<file path="src/rtl/icache_line_fill_if.sv">
// rtl/icache_line_fill_if.sv - I-cache line-fill and word-memory signal bundle
interface icache_line_fill_if #(
    parameter int ADDR_WIDTH = 32,
    parameter int DATA_WIDTH = 32,
    parameter int LINE_SIZE  = 256
);
    logic                  c_strobe_i;
    logic [ADDR_WIDTH-1:0] c_addr_i;
    logic                  c_ready_o;
    logic [LINE_SIZE-1:0]  c_data_o;
    logic                  w_req_o;
    logic [ADDR_WIDTH-1:0] w_addr_o;
    logic                  w_valid_i;
    logic [DATA_WIDTH-1:0] w_data_i;

    // Fill engine side
    modport slave (
        input  c_strobe_i, c_addr_i, w_valid_i, w_data_i,
        output c_ready_o, c_data_o, w_req_o, w_addr_o
    );

    // Cache + memory environment side
    modport master (
        output c_strobe_i, c_addr_i, w_valid_i, w_data_i,
        input  c_ready_o, c_data_o, w_req_o, w_addr_o
    );
endinterface

</file>
<file path="src/rtl/icache_line_fill.sv">
// rtl/icache_line_fill.sv - line-fill responder, optional stats via ICACHE_FILL_STATS_EN
module icache_line_fill #(
    parameter int ADDR_WIDTH = 32,
    parameter int DATA_WIDTH = 32,
    parameter int LINE_SIZE  = 256
) (
    input  logic                 clk_i,
    input  logic                 rst_ni,
    icache_line_fill_if.slave    bus
`ifdef ICACHE_FILL_STATS_EN
    ,
    output logic [31:0]          fill_cnt_o,
    output logic [31:0]          stall_cnt_o
`endif
);
    localparam int WORDS   = LINE_SIZE / DATA_WIDTH;
    localparam int K_W     = $clog2(WORDS);
    localparam int BYTES_W = $clog2(DATA_WIDTH / 8);
    localparam logic [ADDR_WIDTH-1:0] LINE_MASK = ADDR_WIDTH'(LINE_SIZE / 8 - 1);
    localparam logic [K_W-1:0] K_LAST = K_W'(WORDS - 1);

    typedef enum logic [1:0] {
        S_IDLE  = 2'd0,
        S_ISSUE = 2'd1,
        S_WAIT  = 2'd2,
        S_RESP  = 2'd3
    } state_t;

    state_t                state_q, state_d;
    logic [K_W-1:0]        k_q, k_d;
    logic [ADDR_WIDTH-1:0] base_q, base_d;
    logic [LINE_SIZE-1:0]  line_q;
    logic                  line_we;
    logic                  ready_q;
    logic                  req_q;
    logic [ADDR_WIDTH-1:0] waddr_q, waddr_d;

    // Next-state, word index and line base for the fill sequence
    always_comb begin
        state_d = state_q;
        k_d     = k_q;
        base_d  = base_q;
        line_we = 1'b0;
        case (state_q)
            S_IDLE: begin
                if (bus.c_strobe_i) begin
                    base_d  = bus.c_addr_i & ~LINE_MASK;
                    k_d     = '0;
                    state_d = S_ISSUE;
                end
            end
            S_ISSUE: state_d = S_WAIT;
            S_WAIT: begin
                if (bus.w_valid_i) begin
                    line_we = 1'b1;
                    if (k_q == K_LAST) begin
                        state_d = S_RESP;
                    end else begin
                        k_d     = k_q + 1'b1;
                        state_d = S_ISSUE;
                    end
                end
            end
            S_RESP: state_d = S_IDLE;
            default: state_d = S_IDLE;
        endcase
        // Wraps modulo 2^ADDR_WIDTH; the base is line-aligned so words stay inside the line
        waddr_d = base_d + (ADDR_WIDTH'(k_d) << BYTES_W);
    end

    // State, counters and registered outputs; outputs lead the state they belong to
    always_ff @(posedge clk_i) begin
        if (!rst_ni) begin
            state_q <= S_IDLE;
            k_q     <= '0;
            base_q  <= '0;
            line_q  <= '0;
            ready_q <= 1'b0;
            req_q   <= 1'b0;
            waddr_q <= '0;
        end else begin
            state_q <= state_d;
            k_q     <= k_d;
            base_q  <= base_d;
            ready_q <= (state_d == S_RESP);
            req_q   <= (state_d == S_ISSUE);
            if (state_d == S_ISSUE) begin
                waddr_q <= waddr_d;
            end
            if (line_we) begin
                line_q[(WORDS - 1 - int'(k_q)) * DATA_WIDTH +: DATA_WIDTH] <= bus.w_data_i;
            end
        end
    end

    assign bus.c_ready_o = ready_q;
    assign bus.c_data_o  = line_q;
    assign bus.w_req_o   = req_q;
    assign bus.w_addr_o  = waddr_q;

`ifdef ICACHE_FILL_STATS_EN
    logic [31:0] fill_cnt_q;
    logic [31:0] stall_cnt_q;

    // Free-running wrap-around counters of completed fills and busy cycles
    always_ff @(posedge clk_i) begin
        if (!rst_ni) begin
            fill_cnt_q  <= '0;
            stall_cnt_q <= '0;
        end else begin
            if (state_q == S_RESP) begin
                fill_cnt_q <= fill_cnt_q + 32'd1;
            end
            if (state_q == S_ISSUE || state_q == S_WAIT) begin
                stall_cnt_q <= stall_cnt_q + 32'd1;
            end
        end
    end

    assign fill_cnt_o  = fill_cnt_q;
    assign stall_cnt_o = stall_cnt_q;
`endif
endmodule

</file>
<file path="src/flat_wrapper.sv">
// flat-port wrapper written by rule: the top's interface ports become plain ports
module icache_line_fill_flat 
#(
    parameter int ADDR_WIDTH = 32,
    parameter int DATA_WIDTH = 32,
    parameter int LINE_SIZE  = 256
)
  (clk_i, rst_ni, bus_c_strobe_i, bus_c_addr_i, bus_w_valid_i, bus_w_data_i, bus_c_ready_o, bus_c_data_o, bus_w_req_o, bus_w_addr_o);
  icache_line_fill_if #(.ADDR_WIDTH(ADDR_WIDTH), .DATA_WIDTH(DATA_WIDTH), .LINE_SIZE(LINE_SIZE)) bus_i ();
  input  logic clk_i;
  input  logic rst_ni;
  input wire logic [$bits(bus_i.c_strobe_i)-1:0] bus_c_strobe_i;
  input wire logic [$bits(bus_i.c_addr_i)-1:0] bus_c_addr_i;
  input wire logic [$bits(bus_i.w_valid_i)-1:0] bus_w_valid_i;
  input wire logic [$bits(bus_i.w_data_i)-1:0] bus_w_data_i;
  output wire logic [$bits(bus_i.c_ready_o)-1:0] bus_c_ready_o;
  output wire logic [$bits(bus_i.c_data_o)-1:0] bus_c_data_o;
  output wire logic [$bits(bus_i.w_req_o)-1:0] bus_w_req_o;
  output wire logic [$bits(bus_i.w_addr_o)-1:0] bus_w_addr_o;
  assign bus_i.c_strobe_i = bus_c_strobe_i;
  assign bus_i.c_addr_i = bus_c_addr_i;
  assign bus_i.w_valid_i = bus_w_valid_i;
  assign bus_i.w_data_i = bus_w_data_i;
  assign bus_c_ready_o = bus_i.c_ready_o;
  assign bus_c_data_o = bus_i.c_data_o;
  assign bus_w_req_o = bus_i.w_req_o;
  assign bus_w_addr_o = bus_i.w_addr_o;
  icache_line_fill #(.ADDR_WIDTH(ADDR_WIDTH), .DATA_WIDTH(DATA_WIDTH), .LINE_SIZE(LINE_SIZE)) u_core (.clk_i(clk_i), .rst_ni(rst_ni), .bus(bus_i));
endmodule
</file>
<file path="config.mk">
export PLATFORM = sky130hd
export DESIGN_NAME = icache_line_fill_flat
export DESIGN_NICKNAME = d
export VERILOG_FILES = /design/src/rtl/icache_line_fill_if.sv /design/src/rtl/icache_line_fill.sv /design/src/flat_wrapper.sv
export SDC_FILE = /design/constraint.sdc
export NUM_CORES = 1
export LEC_CHECK = 0
export CAP_MARGIN = 30
export CORE_ASPECT_RATIO = 0.8
export CORE_MARGIN = 5
export CORE_UTILIZATION = 44
export DETAILED_ROUTE_END_ITERATION = 10
export PLACE_DENSITY = 0.77
export REMOVE_ABC_BUFFERS = 1
export SLEW_MARGIN = 20
export SYNTH_ARGS = -nofsm -noshare
export SYNTH_HDL_FRONTEND = slang
export SYNTH_SLANG_ARGS = --single-unit
</file>
<file path="constraint.sdc">
create_clock -name clk_i -period 4.05 [get_ports clk_i]
set_clock_uncertainty 0.15 [all_clocks]
set_input_delay 1.0125 -clock clk_i [delete_from_list [all_inputs] [get_ports clk_i]]
set_output_delay 1.0125 -clock clk_i [all_outputs]
set_load 0.02 [all_outputs]
</file>
==> run_results.csv <==
group,metric,value,unit
outcome,status,"complete, no violations",
timing,fin_crit_sh,89.0,%
clocking,cts-hold-fix-buffers,0,
synthesis,synthDistinctLibCells,64,
place,gp_congestion,0.895,
timing,max_slew.worst_pin.slew,0.626,ns
clocking,clk-insertion-delay-late,0.52,ns
synthesis,netlist.area_leader.share,50.5,%
floorplan,fp.dieW,202,um
cells_and_area,utilization,61.6,%
synthesis,synth.top_cells.by_area,"dfxtp_1 51%, a21oi_1 10%, nand2_1 10%",
pwr,power_density,388,nW/um2
detailed_routing,first_iter_violations,1290,
global_routing,grt_pass1_vias,12400,
pwr,ir_drop,0.353,mV
place,post-place-ws,0.0174,ns
clocking,clkSlewWorstSetupHoldPaths,0.06,ns
synthesis,yosysWarnings,0,
clocking,cts_root_buf,"clkbuf_16",
synthesis,synth-adder-area-share,1.02,%
floorplan,dieArea,33000,um2
worst_setup_path,crit_top_cell,"inv_1",
synthesis,syn_area,13000,um2
place,dp_hpwl,31.3,mm
global_routing,antenna_found_initial,0,
global_routing,grt_pass1_wl,70.6,mm
job,max_cap_violations,0,
synthesis,synth.yosys.seq_area_share,50.5,%
timing,setup_viol,0,
synthesis,synth_edf_count,0,
timing,setup_slack,0.446,ns
timing,finalHoldViolations,0,
timing,whs,0.299,ns
cells_and_area,final_area,17900,um2
detailed_routing,drt-total-wl,46.6,mm
global_routing,grt_remaining_overflow,0,
detailed_routing,ant_nets,0,
synthesis,async_reset_ff_share,0,%
worst_setup_path,end_kind,"flip-flop",
timing,max_freq,277,MHz
synthesis,ys_ff_latch,327,
worst_setup_path,crit_arrival,3.87,ns
global_routing,grt_max_degree,99,
synthesis,synth.most_common_cell,"nand2_1",
hold_path,holdCritPathClass,"reg2reg",
timing,slew_headroom,58.0,%
worst_setup_path,cp.required,4.31,ns
cells_and_area,layout.nets,1980,
cells_and_area,multi_input_area,5790,um2
synthesis,synth-compound-area-share,14.0,%
detailed_routing,drtPass1Iterations,6,
global_routing,track_usage,26.8,%
synthesis,synth_top_cell_by_area,"dfxtp_1",
synthesis,synth.avg_cell_area,7.99,um2
cells_and_area,final_cells,2300,
floorplan,rows,56,
cells_and_area,seqCellArea,6550,um2
detailed_routing,drc_errors,0,
clocking,cts_resized,0,
clocking,cts_setup_buffers,0,
clocking,clockBufferDepth,3,
synthesis,yosys.area_share.simple,26.2,%
worst_setup_path,path_cells,"clkdlybuf4s50_1, and4bb_2, nor2_1, mux2_2, ha_1, inv_1, fa_1, inv_1, a21o_1, o21ai_1, buf_4, nand2b_1, a32o_1",
place,place.port_buffers,352,
timing,fin_tns_setup,0,ns
floorplan,core,29100,um2
synthesis,synthTopCellsByCount,"345 x nand2_1, 327 x dfxtp_1, 268 x a21oi_1",
clocking,cts_tree,"built",
pwr,total_leakage_power,5.98,nW
place,post_dp_cell_area,16900,um2
synthesis,postSynthCellCount,1620,
detailed_routing,route.vias.total,13100,
detailed_routing,vias_per_cell,5.71,
clocking,cts_made_buffers,34,
floorplan,die_y,163,um
clocking,htreeDepth,2,
pwr,power,6.96,mW
worst_setup_path,criticalPathCategory,"in2reg",
cells_and_area,synthToLayoutAreaGrowth,38.5,%
worst_setup_path,cp-start-kind,"input port",
timing,fin_crit,3.60,ns
timing,rsz0062_at_grt,"no",
detailed_routing,wl_per_cell,20.3,um
place,dpl.cell_count,2243,
worst_setup_path,path_max_fanout,7,
worst_setup_path,slowest_stage,"clkdlybuf4s50_1",
floorplan,ios,358,
cells_and_area,antenna_cells,0,
synthesis,synth-main-ff-cell,"dfxtp_1",
synthesis,synth_top_family_by_area,"simple AND/OR/NAND/NOR gates",
floorplan,start_util,44.4,%
worst_setup_path,slowest_delay,0.47,ns
clocking,clkSinkCount,327,
cells_and_area,drive_gt1_share,7.18,%
cells_and_area,fillerInstances,2468,
timing,final_max_slew_viol_count,0,
synthesis,synth_xor_area_share,0.473,%
synthesis,synth_mux_area_share,2.43,%
## cell type report
class | count | share of cell area, %
inverters | 11 | 0.272
clock inverters | 12 | 0.823
well taps | 377 | 2.63
repair buffers | 409 | 22.3
flip-flops and latches | 327 | 36.5
clock buffers | 45 | 5.26
multi-input cells | 1119 | 32.3
## final timing paths
| kind | startpoint | end | slack (ns) | cells after the start |
|---|---|---|---|---|
| worst min-delay path | u_core.bus.c_data_o[147] | u_core.bus.c_data_o[147] | 0.30 | 2 |
| worst max register to register | u_core.k_q[0] | u_core.bus.w_addr_o[25] | 0.61 | 13 |
| worst min register to register | u_core.bus.c_data_o[147] | u_core.bus.c_data_o[147] | 0.30 | 2 |
| worst max-delay path | bus_w_valid_i | u_core.bus.w_addr_o[20] | 0.45 | 13 |
## layer usage
metal	wire (um)	GRT usage (%)
met1	18800	35.3
met2	21300	41.9
met3	4210	5.76
met4	2300	13.6
met5	0	0
## cells by family after synthesis
kind of cell	after synthesis
DFF	327
xor gates and xnor gates	7
and+or+nand+nor	741
buffers and inverters	174
muxes	31
adders and majority gates	10
AOI/OAI and AO/OA	330
## worst max-delay path, delay by kind of cell
family | cells | cell delay, ns
and+or+nand+nor | 3 | 0.60
adders and majority gates | 2 | 0.54
AOI/OAI and AO/OA | 3 | 0.67
muxes | 1 | 0.19
buffers and inverters | 4 | 0.86
## power breakdown
part	internal [mW]	switching (mW)
registers	3.27	0.0349
logic	0.206	0.329
clock network	1.83	1.29
## cell usage in the layout (no fill, tap or decap), types with 5 or more instances in the layout
cell type          n
nand2_1          345
dfxtp_1          327
a21oi_1          268
nand2b_1           5
buf_4             53
clkinv_2           5
nor4_1             5
o211ai_1           8
a21o_1             5
ha_1               9
or3_1              5
mux2i_1           27
xnor2_1            6
nor3_1             9
nand4_1            7
nand3_1          251
and3_1            15
and2_1             8
inv_1             10
clkbuf_1           7
or4_1              9
o21ai_0           13
clkbuf_16         35
clkdlybuf4s50_1  352
nor2_1            50
## registers in the layout, summed over array words and instances (netlist names)
name	cells
u_core.bus.w_addr_o	32
u_core.bus.w_req_o	1
u_core.bus.c_data_o	256
u_core.k_q	3
u_core.bus.c_ready_o	1
u_core.base_q	32
u_core.state_q	2
Power figures use the tool's default switching activity.
